File: src/rtl/usr_burst_n.sv
// Universal shift register with a command handshake and multi-step bursts.
// One shift/rotate step per clock; busy while a burst runs, done pulses once per completed command.
module usr_burst_n #(
    parameter int              WIDTH   = 8,
    parameter int              CNT_W   = 4,
    parameter logic [WIDTH-1:0] RST_VAL = '0
) (
    input  logic             clk,
    input  logic             rst,
    input  logic             cmd_valid,
    output logic             cmd_ready,
    input  logic [2:0]       cmd_mode,
    input  logic [CNT_W-1:0] cmd_count,
    input  logic [WIDTH-1:0] data_in,
    input  logic             sin_left,
    input  logic             sin_right,
    input  logic             abort,
    output logic [WIDTH-1:0] q,
    output logic             sout_left,
    output logic             sout_right,
    output logic             busy,
    output logic             done
);

    localparam logic [0:0] IDLE = 1'b0;
    localparam logic [0:0] RUN  = 1'b1;

    localparam logic [2:0] MODE_HOLD = 3'b000;
    localparam logic [2:0] MODE_SHL  = 3'b001;
    localparam logic [2:0] MODE_SHR  = 3'b010;
    localparam logic [2:0] MODE_LOAD = 3'b011;
    localparam logic [2:0] MODE_ROL  = 3'b100;
    localparam logic [2:0] MODE_ROR  = 3'b101;
    localparam logic [2:0] MODE_ASR  = 3'b110;
    localparam logic [2:0] MODE_RSVD = 3'b111;

    logic [0:0]       state_q, state_d;
    logic [WIDTH-1:0] data_q, data_d;
    logic [2:0]       mode_q, mode_d;
    logic [CNT_W-1:0] remaining_q, remaining_d;
    logic             done_q, done_d;
    logic             accept;

    // Single-step transform shared by the accept edge and every RUN edge.
    function automatic logic [WIDTH-1:0] stepValue(
        input logic [2:0]       mode,
        input logic [WIDTH-1:0] cur,
        input logic             sl,
        input logic             sr
    );
        logic [WIDTH-1:0] res;
        case (mode)
            MODE_SHL: res = {cur[WIDTH-2:0], sl};
            MODE_SHR: res = {sr, cur[WIDTH-1:1]};
            MODE_ROL: res = {cur[WIDTH-2:0], cur[WIDTH-1]};
            MODE_ROR: res = {cur[0], cur[WIDTH-1:1]};
            MODE_ASR: res = {cur[WIDTH-1], cur[WIDTH-1:1]};
            default:  res = cur;
        endcase
        return res;
    endfunction

    assign busy       = (state_q == RUN);
    assign cmd_ready  = ~busy;
    assign accept     = cmd_valid && cmd_ready;
    assign q          = data_q;
    assign done       = done_q;
    assign sout_left  = data_q[WIDTH-1];
    assign sout_right = data_q[0];

    always_comb begin
        state_d     = state_q;
        data_d      = data_q;
        mode_d      = mode_q;
        remaining_d = remaining_q;
        done_d      = 1'b0;

        if (state_q == IDLE) begin
            if (accept) begin
                if (cmd_mode == MODE_LOAD) begin
                    data_d = data_in;
                    done_d = 1'b1;
                end else if (cmd_mode == MODE_HOLD || cmd_mode == MODE_RSVD ||
                             cmd_count == '0) begin
                    done_d = 1'b1;
                end else if (cmd_count == CNT_W'(1)) begin
                    data_d = stepValue(cmd_mode, data_q, sin_left, sin_right);
                    done_d = 1'b1;
                end else begin
                    data_d      = stepValue(cmd_mode, data_q, sin_left, sin_right);
                    mode_d      = cmd_mode;
                    remaining_d = cmd_count - CNT_W'(1);
                    state_d     = RUN;
                end
            end
        end else begin
            // Abort takes priority over the step and never produces a done pulse.
            if (abort) begin
                state_d     = IDLE;
                remaining_d = '0;
            end else begin
                data_d      = stepValue(mode_q, data_q, sin_left, sin_right);
                remaining_d = remaining_q - CNT_W'(1);
                if (remaining_q == CNT_W'(1)) begin
                    done_d  = 1'b1;
                    state_d = IDLE;
                end
            end
        end
    end

    always_ff @(posedge clk or posedge rst) begin
        if (rst) begin
            state_q     <= IDLE;
            data_q      <= RST_VAL;
            mode_q      <= MODE_HOLD;
            remaining_q <= '0;
            done_q      <= 1'b0;
        end else begin
            state_q     <= state_d;
            data_q      <= data_d;
            mode_q      <= mode_d;
            remaining_q <= remaining_d;
            done_q      <= done_d;
        end
    end

endmodule

File: config.mk
export PLATFORM = sky130hd
export DESIGN_NAME = usr_burst_n
export DESIGN_NICKNAME = d
export VERILOG_FILES = /design/src/rtl/usr_burst_n.sv
export SDC_FILE = /design/constraint.sdc
export NUM_CORES = 1
export LEC_CHECK = 0
export CAP_MARGIN = 20
export CORE_UTILIZATION = 50
export DETAILED_ROUTE_END_ITERATION = 12
export PLACE_DENSITY = 0.78
export SLEW_MARGIN = 40
export SYNTH_ARGS = -nofsm -noshare
export SYNTH_HDL_FRONTEND = slang
export SYNTH_SLANG_ARGS = --single-unit
File: constraint.sdc
create_clock -name clk -period 2.7 [get_ports clk]
set_clock_uncertainty 0.2 [all_clocks]
set_input_delay 0.54 -clock clk [delete_from_list [all_inputs] [get_ports clk]]
set_output_delay 0.54 -clock clk [all_outputs]
set_load 0.01 [all_outputs]
After elaboration in Yosys (flattened, before gate mapping)
Index checks and enable logic that the tools add are counted.

storage, ports and cells
  word-level logic and storage cells = 74
  input bits = 21
  bits in registers = 17

cells by class
  reductions and logical operators = 12
  equality and inequality tests = 23
  mux-type cells = 27
  $add $sub $neg = 2
  bitwise operators = 4

operators by type and width
  operator                                                               number
  8-bit one-hot mux with 5 select lines                                  2
  8-bit two-way mux                                                      5
  4-bit two-way mux                                                      6
  3-bit equality test, second input constant                             7
  1-bit two-way mux                                                      14
  2-bit != test, second input constant                                   5
  5-bit AND reduction                                                    2
  3-bit by 2-bit equality test with 1-bit output, second input constant  3
  4-bit by 1-bit equality test with 1-bit output, second input constant  2
  4-bit by 1-bit subtractor with 4-bit output, second input constant     2
  7-bit AND reduction                                                    1
  7-bit nonzero test                                                     1
  3-bit by 1-bit equality test with 1-bit output, second input constant  2
  3-bit != test, second input constant                                   2
  6-bit by 1-bit != test with 1-bit output, second input constant        1
  6-bit nonzero test                                                     1
  5-bit by 1-bit != test with 1-bit output, second input constant        1
  4-bit zero test                                                        1
  1-bit inverter                                                         4
  4-bit AND reduction                                                    1
  3-bit zero test                                                        1
  1-bit logical OR                                                       2
  2-bit nonzero test                                                     1
  1-bit logical AND                                                      1

Longest topological paths before layout
Gate-level depths: netlist of run 1.

  word-level depth = 7
  mapped depth = 6

Worst setup path before layout of run 1
Ideal clock, no wire load.

  path kind = in2reg
  start = in cmd_count[1]
  end = reg data_q[3] (netlist: q[3])
  arrival time = 1.898 ns
  data required time = 2.375 ns
  setup time = 0.125 ns
  path slack = 0.477 ns
  buffers on the path = 0
  stages = 6
  cells stage by stage = inv_1 -> ha_1 -> or3b_4 -> a21oi_4 -> o31a_4 -> mux2_4

between the ends
  longest elaborated chain between the ends = 4

RTL lines
  item                                  RTL line  source
  from (decl)                           13        input logic [CNT_W-1:0] cmd_count,
  4-bit zero test                       84        cmd_count == '0) begin
  1-bit logical OR                      83        end else if (cmd_mode == MODE_HOLD || cmd_mode == MODE_RSVD ||
  3-bit != test (no source line)        n/a
  5-bit AND reduction (no source line)  n/a
  to (signal assigned)                  121       data_q <= data_d;
  to (decl)                             38        logic [WIDTH-1:0] data_q, data_d;

No other way between the ends.
A chain may end at the register's enable or synchronous reset.

Worst setup path after layout of run 1
  start = reg state_q (netlist: busy)
  end = out busy

RTL lines
  item                    RTL line  source
  from (decl)             37        logic [0:0] state_q, state_d;
  from (signal assigned)  120       state_q <= state_d;
  to (decl)               21        output logic busy,

No word-level cell between the ends.

==> metrics.txt, run 1 <==
clk slew on worst S/H paths 0.11 ns; status finished, final reports clean; Reg2Reg Depth 5; worst flop-to-flop path startpoint busy$_DFF_PP0_; die height 59.4 um; WL/cell 17.3 um; # diodes 0; crit end category output pin; simple-gate portion of the synthesized area 20.5%; initial core utilization 53.5%; Synth Area in XOR/XNOR 1.06%; CP top delay family flip-flops; first-pass GRT wire length 7560 um; Synth area leaders dfrtp_1 26%, mux2i_1 4.9%, a211oi_1 4.6%, nand2_1 3.9%, o311ai_0 3.2%; RSZ-0062 raised after global routing false; CTS HTree Levels 1; Nets 254; setup ws final 0.149 ns; Ys Warns 0; Final Hold Fails 0; total iterations of the first detailed-routing run 4; Setup TNS 0 ns; Die Footprint 3530 um^2; DRT iter0 DRCs 194; CTS tree yes; Worst Tran Pin Value 0.728 ns; maximum VDD drop 0.514 mV; Post-Place Worst Slack 0.0290 ns; Overflow after GRT 0; main combinational cell family by area after synthesis compound AO/OA/AOI/OAI gates; Seq/Total Area, Yosys 25.8%; synthesized cell area 1650 um^2; antenna-violating nets left 0; gpl congestion 0.858; DRC violations left 0; detailed-route wire length 4700 um; WHS Path Cells 1; Fill cells 271; Worst Hold End remaining_q[1]$_DFFE_PP0P_; routing usage on met2 40.4%; DIE WIDTH 59.4 um; CTS Buf Count 3; mux share of post-synthesis cell area 8.05%; post-DP HPWL 3510 um; CP Data Required Time 1.96 ns; #FFs+latches synth 17; ys async rst share 100%; predominant post-synthesis flop cell dfrtp_1; Worst-Skew Late Latency 0.30 ns; worst path bufs/invs 1; busiest grt layer met1; Vias/cell 6.18; Compound-Gate Fraction of Synth Area 33.1%; total setup buffers inserted after CTS 0; # setup viols final 0; worst r2r dst q[6]$_DFFE_PP0P_; Setup CP Type flip-flop to output pin; Pwr Density 785 nW/um^2; largest net degree at the start of global routing 24; clk root buf clkbuf_4; Slew Viols, Final 0; CP max FO 18; slowest stage delay, CP 0.83 ns; met1 Use GR 43.6%; Mapped Cells 195; largest area contributor in the netlist dfrtp_1; startpoint class of the critical path flip-flop; Fmax achieved 392 MHz; CTS resizes 0; R2R setup slack 0.45 ns; top-area cell type share of the netlist area 25.8%; synthesis-to-layout area growth 24.6%; Top Ports 34; # rows 20; Arr. time, crit path 1.81 ns; EDFF count, synth 0; IO Port Bufs 33; vias in the first global route 1530; crit path time final 2.55 ns; Leak 0.000851 uW; Total Routing Usage GR 28.9%; hold slack 0.350 ns; GR Util met3 6.33%; Hold Crit Start remaining_q[1]$_DFFE_PP0P_; number of antenna violations at the first check in global routing 0; max_slew headroom 51.4%; maxcap violations 0; clk buf depth 2; vias 1682; hold crit path type flip-flop to flip-flop; core area 3080 um^2; Avg Inst Size Synth 8.44 um^2; crit path cell chain clkdlybuf4s50_1; period utilization 94.5%; fraction of layout cells with a size suffix above 1 11.8%; CP max stage cell dfrtp_1; cts hold-fix bufs 0; CTS Sinks 17; Post-Syn Nets 220; adder-cell share of the synthesized area 3.04%; Cell variety after synth 54
-- worst register-to-register path, cell delays in order, from the launching register on --
cell and delay, ns:
dfrtp_1 0.83, and2b_1 0.33, nand3_1 0.23, o31a_4 0.22, buf_4 0.15, o31ai_1 0.22
-- metal layers --
metal  part of all wire [%]  wire length (um)
met2                     44              2090
met3                    5.8               272
met1                     48              2270
met4                    1.4                68
met5                      0                 0
-- worst max-delay path by stage --
stage / start / end / slack, ns / cells past startpoint
finish: busy$_DFF_PP0_ / busy / 0.15 / 1
global route: busy$_DFF_PP0_ / busy / 0.09 / 1
CTS: busy$_DFF_PP0_ / busy / 0.16 / 1
detailed placement: cmd_count[1] / q[6]$_DFFE_PP0P_ / 0.03 / 8
global placement: cmd_count[0] / q[0]$_DFFE_PP0P_ / 0.09 / 8
floorplan: cmd_count[1] / q[3]$_DFFE_PP0P_ / 0.48 / 6
-- final cells by class --
cell class / instances / area [um^2] / area share, %
multi-input cells: 150 / 1080 / 52.7
flip-flops and latches: 17 / 425 / 20.7
repair buffers: 44 / 413 / 20.1
well taps: 44 / 55.1 / 2.68
inverters: 13 / 48.8 / 2.38
clock buffers: 3 / 22.5 / 1.10
clock inverters: 1 / 5.00 / 0.244
-- flip-flops by register name, indices dropped and copies added (netlist names) --
register     count
q                8
remaining_q      4
mode_q           3
busy             1
done             1
-- power breakdown --
part / switching (uW) / leakage [uW] / internal [uW]
clock network: 88.5 / 0.0000177 / 55.3
registers: 218 / 0.000209 / 360
logic: 422 / 0.000625 / 466
-- layout by cell type (no fill, tap or decap), types with 5 or more instances in the layout --
cell / n
inv_1: 13
nand2_1: 17
clkdlybuf4s50_1: 33
o31ai_1: 6
buf_4: 11
mux2i_1: 8
dfrtp_1: 17
o311ai_0: 6
o21ai_0: 10
nand2b_1: 5
nand3_1: 6
a211oi_1: 10
nor2_1: 8
a21oi_1: 8
nor3_1: 6
-- cell families after synthesis --
group | count (synthesis)
AOI/OAI and AO/OA | 70
and+or+nand+nor | 62
buffers and inverters | 28
DFF | 17
muxes | 12
adders and majority gates | 4
xor gates and xnor gates | 2
-- per-stage QoR --
step                instance area (um^2)  total power [uW]  std cells  util, %
floorplan                           1650              1100        195        -
global placement                    2020              1420        268     65.8
detailed placement                  2020              1450        268     65.8
CTS                                 2050              1600        272     66.7
global route                        2050              1720        272     66.7
finish                              2050              1610        272     66.7
-- synthesized netlist by cell type (all sizes together) (3+ instances only) --
cell,number
ha,4
o32ai,4
nand3,6
a221oi,4
dfrtp,17
mux2i,8
o21ai,11
inv,13
a21oi,10
mux2,4
nand2b,5
buf,11
nand3b,3
o31ai,6
o22ai,3
o311ai,6
nor2,8
nand2,17
clkbuf,4
a211oi,10
nor3,6
nor2b,5
(Power assumes the default switching activity.)
==> run 2, diff against run 1 <==
Settings changed: CORE_UTILIZATION 50 to 25, PLACE_DENSITY 0.78 to default.
==> run 2 against run 1 <==
Effect of this change:
- cell count increased by 13%
- critical endpoint is now q[4]$_DFFE_PP0P_
- register-to-register slack better by 0.23 ns
- worst hold slack improved by 0.0022 ns
- combinational power up 1%
==> metrics.txt, run 2 (synthesis gave the netlist of run 1 again) <==
status finished, final reports clean; CTS Sinks 17; total iterations of the first detailed-routing run 4; Internal Power 931 uW; Worst Tran Pin Value 0.687 ns; first-pass GRT wire length 8170 um; gpl congestion 0.792; Overflow after GRT 0; first element of the critical path cmd_count[1]; Setup CP Type primary input to flip-flop; Worst-Skew Late Latency 0.25 ns; CTS Buf Count 3; Fmax achieved 425 MHz; Final Util 33.4%; commonest non-fill, non-tap cell in the layout clkdlybuf4s50_1; vias 1668; DRC violations left 0; antenna-violating nets left 0; CTS tree yes; # diodes 0; max FFs per register 8; crit end category flip-flop; total setup buffers inserted after CTS 0; Pwr Density 786 nW/um^2; post-DP HPWL 3570 um; Nets 255; Die Footprint 6910 um^2; largest net degree at the start of global routing 21; synthesis-to-layout area growth 28.7%; multi-input logic area 1080 um^2; Hold Crit Start remaining_q[1]$_DFFE_PP0P_; Total Routing Usage GR 14.6%; CP max FO 7; core area 6350 um^2; most frequent cells in the layout 33 x clkdlybuf4s50_1, 17 x nand2_1, 17 x dfrtp_1; WL/cell 16.0 um; Top Ports 34; combinational group share of total power 53.9%; Setup TNS 0 ns; Fill cells 656; vias in the first global route 1639; worst flop-to-flop path startpoint mode_q[1]$_DFFE_PP0P_; clk buf depth 2; maxcap violations 0; Net Sw Power 735 uW; period utilization 87.2%; IO Port Bufs 33; hold crit path type flip-flop to flip-flop; Vias/cell 5.45; detailed-route wire length 4900 um; sequential power share 34.0%; clk root buf clkbuf_8; CP Data Required Time 2.65 ns; DRT iter0 DRCs 131; clk slew on worst S/H paths 0.08 ns; cts hold-fix bufs 0; fin area 2120 um^2; CTS HTree Levels 1; die height 83.2 um; clock network power share 12.1%; Placed Area 2070 um^2; hold slack 0.352 ns; Final Hold Fails 0; Slew Viols, Final 0; # setup viols final 0; startpoint class of the critical path primary input; crit path time final 2.35 ns; CTS resizes 0; max_slew headroom 54.2%; Post-Place Worst Slack 0.0653 ns; fraction of layout cells with a size suffix above 1 12.2%; # rows 29; number of antenna violations at the first check in global routing 0; Leak 0.000865 uW; Sw Share 44.1%; setup ws final 0.346 ns; initial core utilization 25.9%; maximum VDD drop 0.261 mV; Arr. time, crit path 2.30 ns; Reg area 425 um^2; RSZ-0062 raised after global routing false; DIE WIDTH 83.2 um
[run 2: changes by cell type in the layout (fill, tap and decap cells not counted), sizes merged]
cell / change
buf: +1
[run 2: cell type report]
class	instances	area share [%]
well taps	77	4.55
clock buffers	3	1.95
inverters	13	2.30
clock inverters	1	0.236
multi-input cells	150	51.1
flip-flops and latches	17	20.1
repair buffers	45	19.8
[run 2: through the flow]
stage               instances  total power [uW]
floorplan                 195              1100
global placement          302              1450
detailed placement        302              1460
CTS                       306              1660
global route              306              1810
finish                    306              1670
[run 2: per-layer routing]
layer	wire length, um	up-vias	track usage, %
met5	0	-	0
met4	51	0	3.76
met3	194	6	1.59
met2	2370	50	24.1
met1	2290	802	20.2
li1	-	810	-
[run 2: power by group through the flow]
| stage | Combinational, uW | Sequential [uW] | Clock (uW) |
|---|---|---|---|
| after floorplan | 595 | 501 | 0 |
| after global placement | 881 | 571 | 0 |
| after detailed placement | 891 | 568 | 0 |
| after CTS | 895 | 564 | 200 |
| after global routing | 993 | 594 | 219 |
| final | 898 | 566 | 201 |
[run 2: worst paths after layout]
| check | end | slack (ns) | cells past startpoint |
|---|---|---|---|
| worst max register to register | q[4]$_DFFE_PP0P_ | 0.68 | 4 |
| worst min register to register | remaining_q[1]$_DFFE_PP0P_ | 0.35 | 1 |
| min in group asynchronous | q[7]$_DFFE_PP0P_ | 0.48 | 2 |
| max in group asynchronous | mode_q[2]$_DFFE_PP0P_ | 1.38 | 2 |
| worst max-delay path | q[4]$_DFFE_PP0P_ | 0.35 | 7 |
| worst min-delay path | remaining_q[1]$_DFFE_PP0P_ | 0.35 | 1 |
[run 2: worst max-delay path: stages]
cell and delay [ns]:
clkdlybuf4s50_1 0.42, inv_1 0.08, ha_1 0.15, or3b_4 0.42, a21oi_4 0.18, o31a_4 0.20
mux2_4 0.30
==> run 3, diff against run 2 <==
Settings changed: CTS_CLUSTER_SIZE from default to 8, RECOVER_POWER from default to 50.
==> run 3 against run 2 <==
Effect of this change:
- worst setup slack worse by 0.13 ns
- critical path type unchanged
- routed wire length about the same
- sequential power about the same
- clock power about the same
- cell area unchanged
- first-iteration DRC count unchanged
- worst hold slack about the same
- cell count unchanged
==> metrics.txt, run 3 (synthesis gave the netlist of run 1 again) <==
hold crit path type flip-flop to flip-flop; CTS Buf Count 3; CTS Sinks 17; total setup buffers inserted after CTS 0; Top Ports 34; synthesis-to-layout area growth 28.7%; antenna-violating nets left 0; gpl congestion 0.792; status finished, final reports clean; initial core utilization 25.9%; period utilization 92.1%; WL/cell 16.0 um; Total Routing Usage GR 14.6%; post-DP HPWL 3570 um; non-filler cells, final 306; CTS resizes 0; dpl cells 302; CP max FO 7; max FFs per register 8; total iterations of the first detailed-routing run 4; Post-Place Worst Slack 0.0653 ns; DRC violations left 0; CP Data Required Time 2.65 ns; vias 1665; Vias/cell 5.44; first-pass GRT wire length 8170 um; Nets 255; Setup CP Type primary input to flip-flop; Fmax achieved 402 MHz; DIE WIDTH 83.2 um; Worst Hold End remaining_q[1]$_DFFE_PP0P_; Reg2Reg Depth 4; Setup TNS 0 ns; slowest stage delay, CP 0.56 ns; Slew Viols, Final 0; # diodes 0; crit end category flip-flop; Pwr Density 780 nW/um^2; CTS tree yes; worst r2r dst q[4]$_DFFE_PP0P_; DRT iter0 DRCs 131; Die Footprint 6910 um^2; max_slew headroom 54.2%; Overflow after GRT 0; crit path cell chain dlygate4sd3_1, inv_1, ha_1, or3b_4, a21oi_4, o31a_4, mux2_4; clk root buf clkbuf_8; RSZ-0062 raised after global routing false; cts hold-fix bufs 0; setup ws final 0.215 ns; Final Util 33.4%; IO Port Bufs 33; clk buf depth 2; worst flop-to-flop path startpoint mode_q[1]$_DFFE_PP0P_; CTS HTree Levels 1; Leak 0.000872 uW; commonest non-fill, non-tap cell in the layout clkdlybuf4s50_1; Hold Crit Start remaining_q[1]$_DFFE_PP0P_; Fill cells 656; Worst-Skew Late Latency 0.25 ns; largest net degree at the start of global routing 21; WHS Path Cells 1; most frequent cells in the layout 26 x clkdlybuf4s50_1, 17 x nand2_1, 17 x dfrtp_1; detailed-route wire length 4910 um; R2R setup slack 0.68 ns; Arr. time, crit path 2.43 ns; startpoint class of the critical path primary input; Worst Tran Pin Value 0.687 ns; clk slew on worst S/H paths 0.08 ns; # setup viols final 0; vias in the first global route 1639; CP max stage cell dlygate4sd3_1; crit path time final 2.49 ns; maximum VDD drop 0.253 mV; maxcap violations 0; # rows 29; die height 83.2 um; fraction of layout cells with a size suffix above 1 12.2%; number of antenna violations at the first check in global routing 0; core area 6350 um^2; Final Hold Fails 0
run 3: cell types whose count changed in the layout (fill, tap and decap cells not counted), sizes merged:
cell and delta:
dlygate4sd3 +7, clkdlybuf4s50 -7
run 3: area by class of cell:
cell class / count / area (um^2) / area share [%]
sequential: 17 / 425 / 20.1
timing repair buffer: 45 / 420 / 19.8
tap: 77 / 96.3 / 4.55
clock buffer: 3 / 41.3 / 1.95
multi-input combinational: 150 / 1080 / 51.1
inverter: 13 / 48.8 / 2.30
clock inverter: 1 / 5.00 / 0.236
run 3: worst max-delay path by stage:
| stage | slack (ns) | cells after the start | from | end |
|---|---|---|---|---|
| after floorplan | 0.48 | 6 | cmd_count[1] | q[3]$_DFFE_PP0P_ |
| after global placement | 0.09 | 7 | cmd_count[0] | q[3]$_DFFE_PP0P_ |
| after detailed placement | 0.07 | 7 | cmd_count[1] | q[3]$_DFFE_PP0P_ |
| after CTS | 0.34 | 7 | cmd_count[1] | q[4]$_DFFE_PP0P_ |
| after global routing | 0.15 | 7 | cmd_count[1] | q[4]$_DFFE_PP0P_ |
| final | 0.21 | 7 | cmd_count[1] | q[4]$_DFFE_PP0P_ |
run 3: metal layers:
| metal | track usage [%] | share of wire (%) | up-vias |
|---|---|---|---|
| met5 | 0 | 0 | - |
| li1 | - | - | 810 |
| met2 | 24.1 | 48 | 46 |
| met1 | 20.2 | 47 | 803 |
| met3 | 1.59 | 3.8 | 6 |
| met4 | 3.76 | 1.0 | 0 |
run 3: worst max-delay path: cells and delay by family:
kind | cells | cell delay [ns]
buffers and inverters | 2 | 0.64
AND/OR/NAND/NOR | 1 | 0.42
AO/OA/AOI/OAI | 2 | 0.38
multiplexers | 1 | 0.30
adder cells (fa/ha/maj) | 1 | 0.15
run 3: where the power goes:
part | total [uW] | internal (uW) | switching [uW]
Clock | 201 | 103 | 98.6
Sequential | 565 | 361 | 203
Combinational | 886 | 455 | 431
Total | 1650 | 919 | 733
run 3: per-stage QoR:
| step | instance area (um^2) | total power [uW] | hold slack, ns |
|---|---|---|---|
| after floorplan | 1650 | 1100 | 0.266 |
| after global placement | 2070 | 1450 | 0.329 |
| after detailed placement | 2070 | 1460 | 0.335 |
| after CTS | 2120 | 1660 | 0.353 |
| after global routing | 2120 | 1790 | 0.411 |
| final | 2120 | 1650 | 0.352 |
